`src/rtl/pipeline_hazard_controller.sv`:
```
// Prioritised stall/flush generation, next-PC select and buffered redirect for an N-stage pipeline.
// Optional performance counters are built when HAZARD_PERF_COUNTERS_EN is defined.
module pipeline_hazard_controller #(
    parameter int unsigned CORE             = 0,
    parameter int unsigned ADDRESS_BITS     = 20,
    parameter int unsigned NUM_STAGES       = 5,
    parameter logic [ADDRESS_BITS-1:0] RESET_PC = '0,
    parameter int unsigned MAX_STALL_CYCLES = 255,
    parameter int unsigned SCAN_CYCLES_MIN  = 0,
    parameter int unsigned SCAN_CYCLES_MAX  = 1000
) (
    input  logic                    clock,
    input  logic                    reset,
    input  logic                    true_data_hazard,
    input  logic                    d_mem_issue_hazard,
    input  logic                    d_mem_recv_hazard,
    input  logic                    i_mem_hazard,
    input  logic                    JALR_branch_hazard,
    input  logic                    JAL_hazard,
    input  logic                    branch_execute,
    input  logic [ADDRESS_BITS-1:0] JALR_target_execute,
    input  logic [ADDRESS_BITS-1:0] branch_target_execute,
    input  logic [ADDRESS_BITS-1:0] JAL_target_decode,
    input  logic                    i_mem_ready,
    output logic [1:0]              next_PC_sel,
    output logic [ADDRESS_BITS-1:0] target_PC,
    output logic                    i_mem_read,
    output logic [NUM_STAGES-1:0]   stall,
    output logic [NUM_STAGES-1:0]   flush,
    output logic                    redirect_pending,
    output logic [7:0]              stall_count,
    output logic                    stall_timeout,
    output logic [31:0]             perf_stall_cycles,
    output logic [31:0]             perf_redirects,
    input  logic                    scan
);

    localparam logic [NUM_STAGES-1:0] STG_FETCH    = {{(NUM_STAGES-1){1'b0}}, 1'b1};
    localparam logic [NUM_STAGES-1:0] STG_DECODE   = STG_FETCH << 1;
    localparam logic [NUM_STAGES-1:0] STG_EXECUTE  = STG_FETCH << 2;
    localparam logic [NUM_STAGES-1:0] STG_WB       = STG_FETCH << (NUM_STAGES-1);
    localparam logic [NUM_STAGES-1:0] STG_UPTO_MEM = ~STG_WB;

    localparam logic [1:0] SEL_PC4    = 2'b00;
    localparam logic [1:0] SEL_HOLD   = 2'b01;
    localparam logic [1:0] SEL_TARGET = 2'b10;

    localparam logic [7:0]  STALL_SAT = MAX_STALL_CYCLES[7:0];
    localparam logic [31:0] SCAN_LO   = SCAN_CYCLES_MIN[31:0];
    localparam logic [31:0] SCAN_SPAN = SCAN_CYCLES_MAX[31:0] - SCAN_CYCLES_MIN[31:0];
    localparam logic [7:0]  CORE_TAG  = CORE[7:0];

    typedef enum logic {
        ST_RUN  = 1'b0,
        ST_WAIT = 1'b1
    } state_e;

    state_e                  state_q, state_d;
    logic [ADDRESS_BITS-1:0] pend_target_q, pend_target_d;
    logic [7:0]              stall_count_q, stall_count_d;
    logic                    stall_timeout_q, stall_timeout_d;
    logic [31:0]             cycle_q, cycle_d;

    logic                    dmem_hazard_s;
    logic [ADDRESS_BITS-1:0] exec_target_s;
    logic [1:0]              next_pc_sel_s;
    logic [ADDRESS_BITS-1:0] target_pc_s;
    logic [NUM_STAGES-1:0]   stall_s;
    logic [NUM_STAGES-1:0]   flush_s;
    logic                    redirect_done_s;
    logic                    scan_window_s;
    logic                    unused_scan_s;

    assign dmem_hazard_s = d_mem_recv_hazard | d_mem_issue_hazard;
    assign exec_target_s = branch_execute ? branch_target_execute : JALR_target_execute;

    // Redirect FSM next state; a d_mem hold freezes it so execute re-presents its redirect.
    always_comb begin
        state_d       = state_q;
        pend_target_d = pend_target_q;
        if (dmem_hazard_s) begin
            state_d = state_q;
        end else if (JALR_branch_hazard) begin
            if (i_mem_ready) begin
                state_d = ST_RUN;
            end else begin
                state_d       = ST_WAIT;
                pend_target_d = exec_target_s;
            end
        end else if (state_q == ST_WAIT) begin
            if (i_mem_ready) begin
                state_d = ST_RUN;
            end else begin
                state_d = ST_WAIT;
            end
        end else if (true_data_hazard) begin
            state_d = ST_RUN;
        end else if (JAL_hazard && !i_mem_ready) begin
            state_d       = ST_WAIT;
            pend_target_d = JAL_target_decode;
        end else begin
            state_d = ST_RUN;
        end
    end

    // Output decode; while WAITing, decode is on the wrong path so causes 3..5 are masked.
    always_comb begin
        next_pc_sel_s = SEL_PC4;
        target_pc_s   = pend_target_q;
        stall_s       = '0;
        flush_s       = '0;
        if (reset) begin
            flush_s     = '1;
            target_pc_s = RESET_PC;
        end else if (dmem_hazard_s) begin
            stall_s       = STG_UPTO_MEM;
            flush_s       = STG_WB;
            next_pc_sel_s = SEL_HOLD;
        end else if (JALR_branch_hazard) begin
            flush_s       = STG_FETCH | STG_DECODE;
            target_pc_s   = exec_target_s;
            next_pc_sel_s = SEL_TARGET;
        end else if (state_q == ST_WAIT) begin
            flush_s       = STG_FETCH;
            target_pc_s   = pend_target_q;
            next_pc_sel_s = SEL_TARGET;
        end else if (true_data_hazard) begin
            stall_s       = STG_FETCH | STG_DECODE;
            flush_s       = STG_EXECUTE;
            next_pc_sel_s = SEL_HOLD;
        end else if (JAL_hazard) begin
            flush_s       = STG_FETCH;
            target_pc_s   = JAL_target_decode;
            next_pc_sel_s = SEL_TARGET;
        end else if (i_mem_hazard) begin
            stall_s       = STG_FETCH;
            flush_s       = STG_DECODE;
            next_pc_sel_s = SEL_HOLD;
        end else begin
            next_pc_sel_s = SEL_PC4;
        end
    end

    // Consecutive fetch-stall counter with saturation; timeout tracks the registered count.
    always_comb begin
        if (stall_s[0]) begin
            if (stall_count_q == STALL_SAT) begin
                stall_count_d = stall_count_q;
            end else begin
                stall_count_d = stall_count_q + 8'd1;
            end
        end else begin
            stall_count_d = 8'd0;
        end
        stall_timeout_d = (stall_count_d == STALL_SAT);
        cycle_d         = cycle_q + 32'd1;
    end

    // State register for FSM, pending target, stall tracking and the debug cycle counter.
    always_ff @(posedge clock) begin
        if (reset) begin
            state_q         <= ST_RUN;
            pend_target_q   <= '0;
            stall_count_q   <= 8'd0;
            stall_timeout_q <= 1'b0;
            cycle_q         <= 32'd0;
        end else begin
            state_q         <= state_d;
            pend_target_q   <= pend_target_d;
            stall_count_q   <= stall_count_d;
            stall_timeout_q <= stall_timeout_d;
            cycle_q         <= cycle_d;
        end
    end

    assign redirect_done_s = (next_pc_sel_s == SEL_TARGET) && i_mem_ready;

`ifdef HAZARD_PERF_COUNTERS_EN
    logic [31:0] perf_stall_q, perf_stall_d;
    logic [31:0] perf_redir_q, perf_redir_d;

    // Free-running wrap-around performance counters.
    always_comb begin
        if (stall_s[0]) begin
            perf_stall_d = perf_stall_q + 32'd1;
        end else begin
            perf_stall_d = perf_stall_q;
        end
        if (redirect_done_s) begin
            perf_redir_d = perf_redir_q + 32'd1;
        end else begin
            perf_redir_d = perf_redir_q;
        end
    end

    // Performance counter registers.
    always_ff @(posedge clock) begin
        if (reset) begin
            perf_stall_q <= 32'd0;
            perf_redir_q <= 32'd0;
        end else begin
            perf_stall_q <= perf_stall_d;
            perf_redir_q <= perf_redir_d;
        end
    end

    assign perf_stall_cycles = perf_stall_q;
    assign perf_redirects    = perf_redir_q;
`else
    logic unused_redirect_s;
    assign unused_redirect_s = redirect_done_s;
    assign perf_stall_cycles = 32'd0;
    assign perf_redirects    = 32'd0;
`endif

    // Debug window qualifier; the wrap-around subtract makes the inclusive range check one compare.
    assign scan_window_s = (cycle_q - SCAN_LO) <= SCAN_SPAN;
    assign unused_scan_s = scan & scan_window_s & (^CORE_TAG);

    assign next_PC_sel      = next_pc_sel_s;
    assign target_PC        = target_pc_s;
    assign stall            = stall_s;
    assign flush            = flush_s;
    assign i_mem_read       = !reset && !stall_s[0] && i_mem_ready;
    assign redirect_pending = !reset && (state_q == ST_WAIT);
    assign stall_count      = stall_count_q;
    assign stall_timeout    = stall_timeout_q;

endmodule

```
`config.mk`:
```
export PLATFORM = sky130hd
export DESIGN_NAME = pipeline_hazard_controller
export DESIGN_NICKNAME = d
export VERILOG_FILES = /design/src/rtl/pipeline_hazard_controller.sv
export SDC_FILE = /design/constraint.sdc
export NUM_CORES = 1
export LEC_CHECK = 0
export CORE_AREA = 2 2 103 105
export CTS_BUF_LIST = sky130_fd_sc_hd__clkbuf_4 sky130_fd_sc_hd__clkbuf_8
export DETAILED_ROUTE_END_ITERATION = 7
export DIE_AREA = 0 0 105 107
export SLEW_MARGIN = 20
export SYNTH_ARGS = -nofsm -noshare
export SYNTH_HDL_FRONTEND = slang
export SYNTH_SLANG_ARGS = --single-unit
```
`constraint.sdc`:
```
create_clock -name clock -period 2.3 [get_ports clock]
set_input_delay 0.46 -clock clock [delete_from_list [all_inputs] [get_ports clock]]
set_output_delay 0.46 -clock clock [all_outputs]
set_load 0.01 [all_outputs]
```
-- Word-level counts from Yosys, hierarchy flattened
Cells that the tools add are included.
- reductions and logical operators: 9
- add/subtract/negate cells: 1
- equality and inequality tests: 5
- bitwise operators: 2
- multiplexer cells: 40
- operator list (cell ; count):
    two-way mux 20 bit ; 12
    two-way mux 2 bit ; 11
    == test 8 bit, second input constant ; 2
    two-way mux 8 bit ; 2
    two-way mux 5 bit ; 2
    two-way mux 3 bit ; 3
    adder 8 x 1 -> 8 bit, second input constant ; 1
    two-way mux 1 bit ; 8
    two-way mux 4 bit ; 2
    AND reduction 5 bit ; 1
    logical AND 1 bit ; 4
    inequality test 2 bit, second input constant ; 2
    zero test 1 bit ; 3
    inequality test 2 x 1 -> 1 bit, second input constant ; 1
    nonzero test 2 bit ; 1
    NOT 1 bit ; 1
    bitwise OR 1 bit ; 1
- bits of input ports: 71
- bits in registers: 30
- output and inout bits: 107

-- Depth between registers and ports, before layout
- depth in word-level cells: 10
- depth in mapped cells: 6
- mapped depth without buffers: 5

-- Least setup slack after synthesis
Ideal clock, no wire load.
- path kind: input -> output
- start point: in true_data_hazard
- end point: out target_PC[0]
- arrival: 1.515 ns
- cell stages on the path: 5
- setup slack: 0.325 ns
- cells stage by stage: or3b_4 -> a21oi_1 -> buf_2 -> nor2_1 -> nor3_1
- longest elaborated chain between the ends: 5
- RTL lines (item ; RTL line ; text):
    start: declaration ; 14 ; input logic true_data_hazard,
    two-way mux 20 bit ; 127 ; end else if (true_data_hazard) begin
    two-way mux 20 bit ; 123 ; end else if (state_q == ST_WAIT) begin
    two-way mux 20 bit ; 119 ; end else if (JALR_branch_hazard) begin
    two-way mux 20 bit ; 115 ; end else if (dmem_hazard_s) begin
    two-way mux 20 bit ; 112 ; if (reset) begin
    end: declaration ; 26 ; output logic [ADDRESS_BITS-1:0] target_PC,
Every way passes these cells.

-- Worst setup path after layout
- start point: reg state_q
- end point: out target_PC[3]
- longest elaborated chain between the ends: 4
- RTL lines (item ; RTL line ; text):
    start: declaration ; 58 ; state_e state_q, state_d;
    start signal: assignment ; 168 ; state_q <= state_d;
    two-way mux 20 bit ; 123 ;
    two-way mux 20 bit ; 119 ;
    two-way mux 20 bit ; 115 ;
    two-way mux 20 bit ; 112 ;
Every way passes these cells.

==> reports/metrics.yaml <==
routedWlPerCell_um: 13.2
power_frac_seq: 0.356
netlist_instances: 386
final_cell_count_no_fill: 659
finalSetupViolations: 2
grt_pass1_wl_mm: 13.7
initial_core_util: 0.274
drv_slew: 0
fin_nets: 594
grt_max_degree: 43
synth_fa_ha_area_frac: 0.00452
die_width_um: 105
clock_skew_ns: 0.00825
syn_area_per_cell_sq_um: 7.16
drive_gt1_frac: 0.228
combPwrFrac: 0.356
post-dp-hpwl_mm: 5.96
period_minus_slack_ns: 2.31
worst_path_max_delay_cell: "or3b_4"
max_stage_delay_ns: 0.41
synth_compound_area_frac: 0.190
ys.warnings.count: 0
fin_crit_sh: 1.00
grt_overflow: 0
crit_top_cell: "buf_6"
end_kind: "primary output"
status: "finished with violations"
reg2reg_depth: 5
numClockSinks: 30
ys_types: 41
setup_slack_ns: -0.0103
rsz0062_at_grt: "true"
internal_power_mw: 1.06
setup-tns-final_ns: -0.0113
area_growth_pct: 53.5
gp_congestion: 0.782
start_kind: "register"
diodes: 0
synth_xor_area_frac: 0.00317
cp.arrival_ns: 1.85
htreeDepth: 2
rows: 37
synthArstFlopShare: 0
grt_usage: 0.149
hp-class: "register to register"
cts_tree: "yes"
rr_startpoint: "stall_count[0]$_SDFF_PP0_"
multi_input_area_sq_um: 1880
failed_checks: "setup timing"
cp_cell_sequence: "or3b_4 > a21oi_4 > buf_6 > buf_6 > nor2_4 > nor3_2 > buf_2"
cts_root_buf: "clkbuf_8"
clk_pin_slew_ns: 0.07
seq_area_sq_um: 602
final_common_cell: "clkdlybuf4s50_1"
min_to: "pend_target_q[11]$_SDFFE_PP0P_"
maxCapViolCount: 0
power_density_nw_per_um2: 365
hold_viol_final: 0
dr.pass1.iters: 6
drc_errors: 0
fp.dieH_um: 107
drt.antenna.violating_nets: 0
yosys_most_used_dff: "dfxtp_1"
vias: 2941
min_path_cells: 2
worst-path-buf-inv: 3
ir_drop_mv: 0.183
insertion_delay_ns: 0.28
grt_pass1_vias: 2782
pwr-share-clk: 0.288
holdWs_ns: 0.459
syn_area_sq_um: 2770
crit_family: "simple AND/OR/NAND/NOR gates"
switching_power_mw: 0.489
required_ns: 1.84
synthMuxAreaShare: 0.0796
antenna_found_initial: 0
fp.dieArea_sq_um: 11200
cts_buffer_depth: 2
io_pins: 178
min-delay-start: "pend_target_q[11]$_SDFFE_PP0P_"
ys_seq_elements: 30
via_per_inst: 4.46
routed_wl_mm: 8.69
numCtsBuffers: 5
drt_iter0_markers: 71
critPathKind: "register to primary output"
p_leak_nw: 1.77
yosys.area_share.simple: 0.251
fmaxAchievable_mhz: 433
portBuffers: 111
switching_share: 0.315
fillers: 1056
placed_cells: 640
synth_top_family_by_area: "buffers and inverters"
synth_edf_count: 0
r2r_end: "stall_timeout$_SDFF_PP0_"
synth_seq_area_share: 0.217
core_sq_um: 10100
path_max_fanout: 5
final_cell_mix: "clkdlybuf4s50_1, conb_1, nand2_1"
r2r_setup_slack_ns: 0.42
cts_hold_buf: 0
cp.depth: 7
[power groups by stage]
stage	clock (mW)	combinational (mW)	sequential [mW]
4_1_cts	0.477	0.558	0.551
6_report	0.446	0.552	0.552
3_5_place_dp	0	0.520	0.561
2_1_floorplan	0	0.327	0.559
5_1_grt	0.490	0.601	0.554
3_3_place_gp	0	0.517	0.561
[per-stage QoR]
step           utilization  area [sq um]  setup WS (ns)  power (mW)
3_5_place_dp         0.393          3970         -0.759        1.08
6_report             0.421          4240        -0.0103        1.55
5_1_grt              0.421          4240        -0.0960        1.64
3_3_place_gp         0.393          3970         -0.744        1.08
4_1_cts              0.421          4250         -0.128        1.59
2_1_floorplan            -          3010          0.325       0.886
[final cells by class]
| type | instances | area share |
|---|---|---|
| Inverter | 5 | 0.00442 |
| Multi-Input combinational cell | 321 | 0.442 |
| Clock buffer | 6 | 0.0195 |
| Clock inverter | 2 | 0.00295 |
| Timing Repair Buffer | 159 | 0.349 |
| Sequential cell | 30 | 0.142 |
| Tap cell | 136 | 0.0401 |
[logic make-up after synthesis]
| logic type | after synthesis |
|---|---|
| flip-flops | 30 |
| XOR/XNOR | 1 |
| AND/OR/NAND/NOR | 147 |
| other | 1 |
| adder cells (fa/ha/maj) | 1 |
| buffers and inverters | 99 |
| AO/OA/AOI/OAI | 85 |
| multiplexers | 22 |
[per-layer routing]
layer | vias to the layer above | routed length (um) | GRT usage
met3 | 6 | 614 | 0.0401
met2 | 137 | 4150 | 0.254
met4 | 0 | 27 | 0.0286
met1 | 1331 | 3910 | 0.191
li1 | 1467 | - | -
met5 | - | 0 | 0
[cells in the mapped netlist (all sizes together), types with 2 or more instances]
| library cell | number | area, sq um |
|---|---|---|
| and3 | 5 | 31.3 |
| a21oi | 45 | 225 |
| o21ai | 5 | 25.0 |
| nor3 | 24 | 120 |
| nand3 | 5 | 25.0 |
| inv | 5 | 18.8 |
| nor2b | 2 | 12.5 |
| a31oi | 3 | 18.8 |
| nand2 | 47 | 176 |
| clkbuf | 7 | 27.5 |
| a31o | 2 | 17.5 |
| nor2 | 35 | 131 |
| o21bai | 2 | 15.0 |
| o211ai | 21 | 158 |
| buf | 86 | 643 |
| mux2i | 22 | 220 |
| nand2b | 20 | 125 |
| dfxtp | 30 | 601 |
| or2 | 2 | 12.5 |
| a211oi | 2 | 27.5 |
[worst max path at each step]
stage / start / end / slack (ns)
after global placement: JAL_hazard / target_PC[14] / -0.74
final: state_q$_SDFFE_PP0N_ / target_PC[3] / -0.01
after CTS: state_q$_SDFFE_PP0N_ / target_PC[13] / -0.13
after floorplan: true_data_hazard / target_PC[0] / 0.32
after detailed placement: JAL_hazard / target_PC[14] / -0.76
after global routing: state_q$_SDFFE_PP0N_ / target_PC[15] / -0.1
[state kept, by name (all words and copies together) (netlist names)]
name           count
pend_target_q     20
stall_count        8
stall_timeout      1
state_q            1
[worst reg2reg max path: stages, from the launching register on]
cell,delay [ns]
dfxtp_1,0.49
ha_1,0.37
nand4_1,0.22
or2_2,0.37
o22ai_1,0.18
and4_1,0.20
[what timing repair did]
item | in CTS | in global routing
setup buffers | 8 | 3
resized for setup | 141 | 17
cloned | 4 | 0
pin swaps | 9 | 11
endpoints found under the setup margin | 30 | 21
endpoints found under the hold margin | 0 | 0
Power figures use the tool's default switching activity.
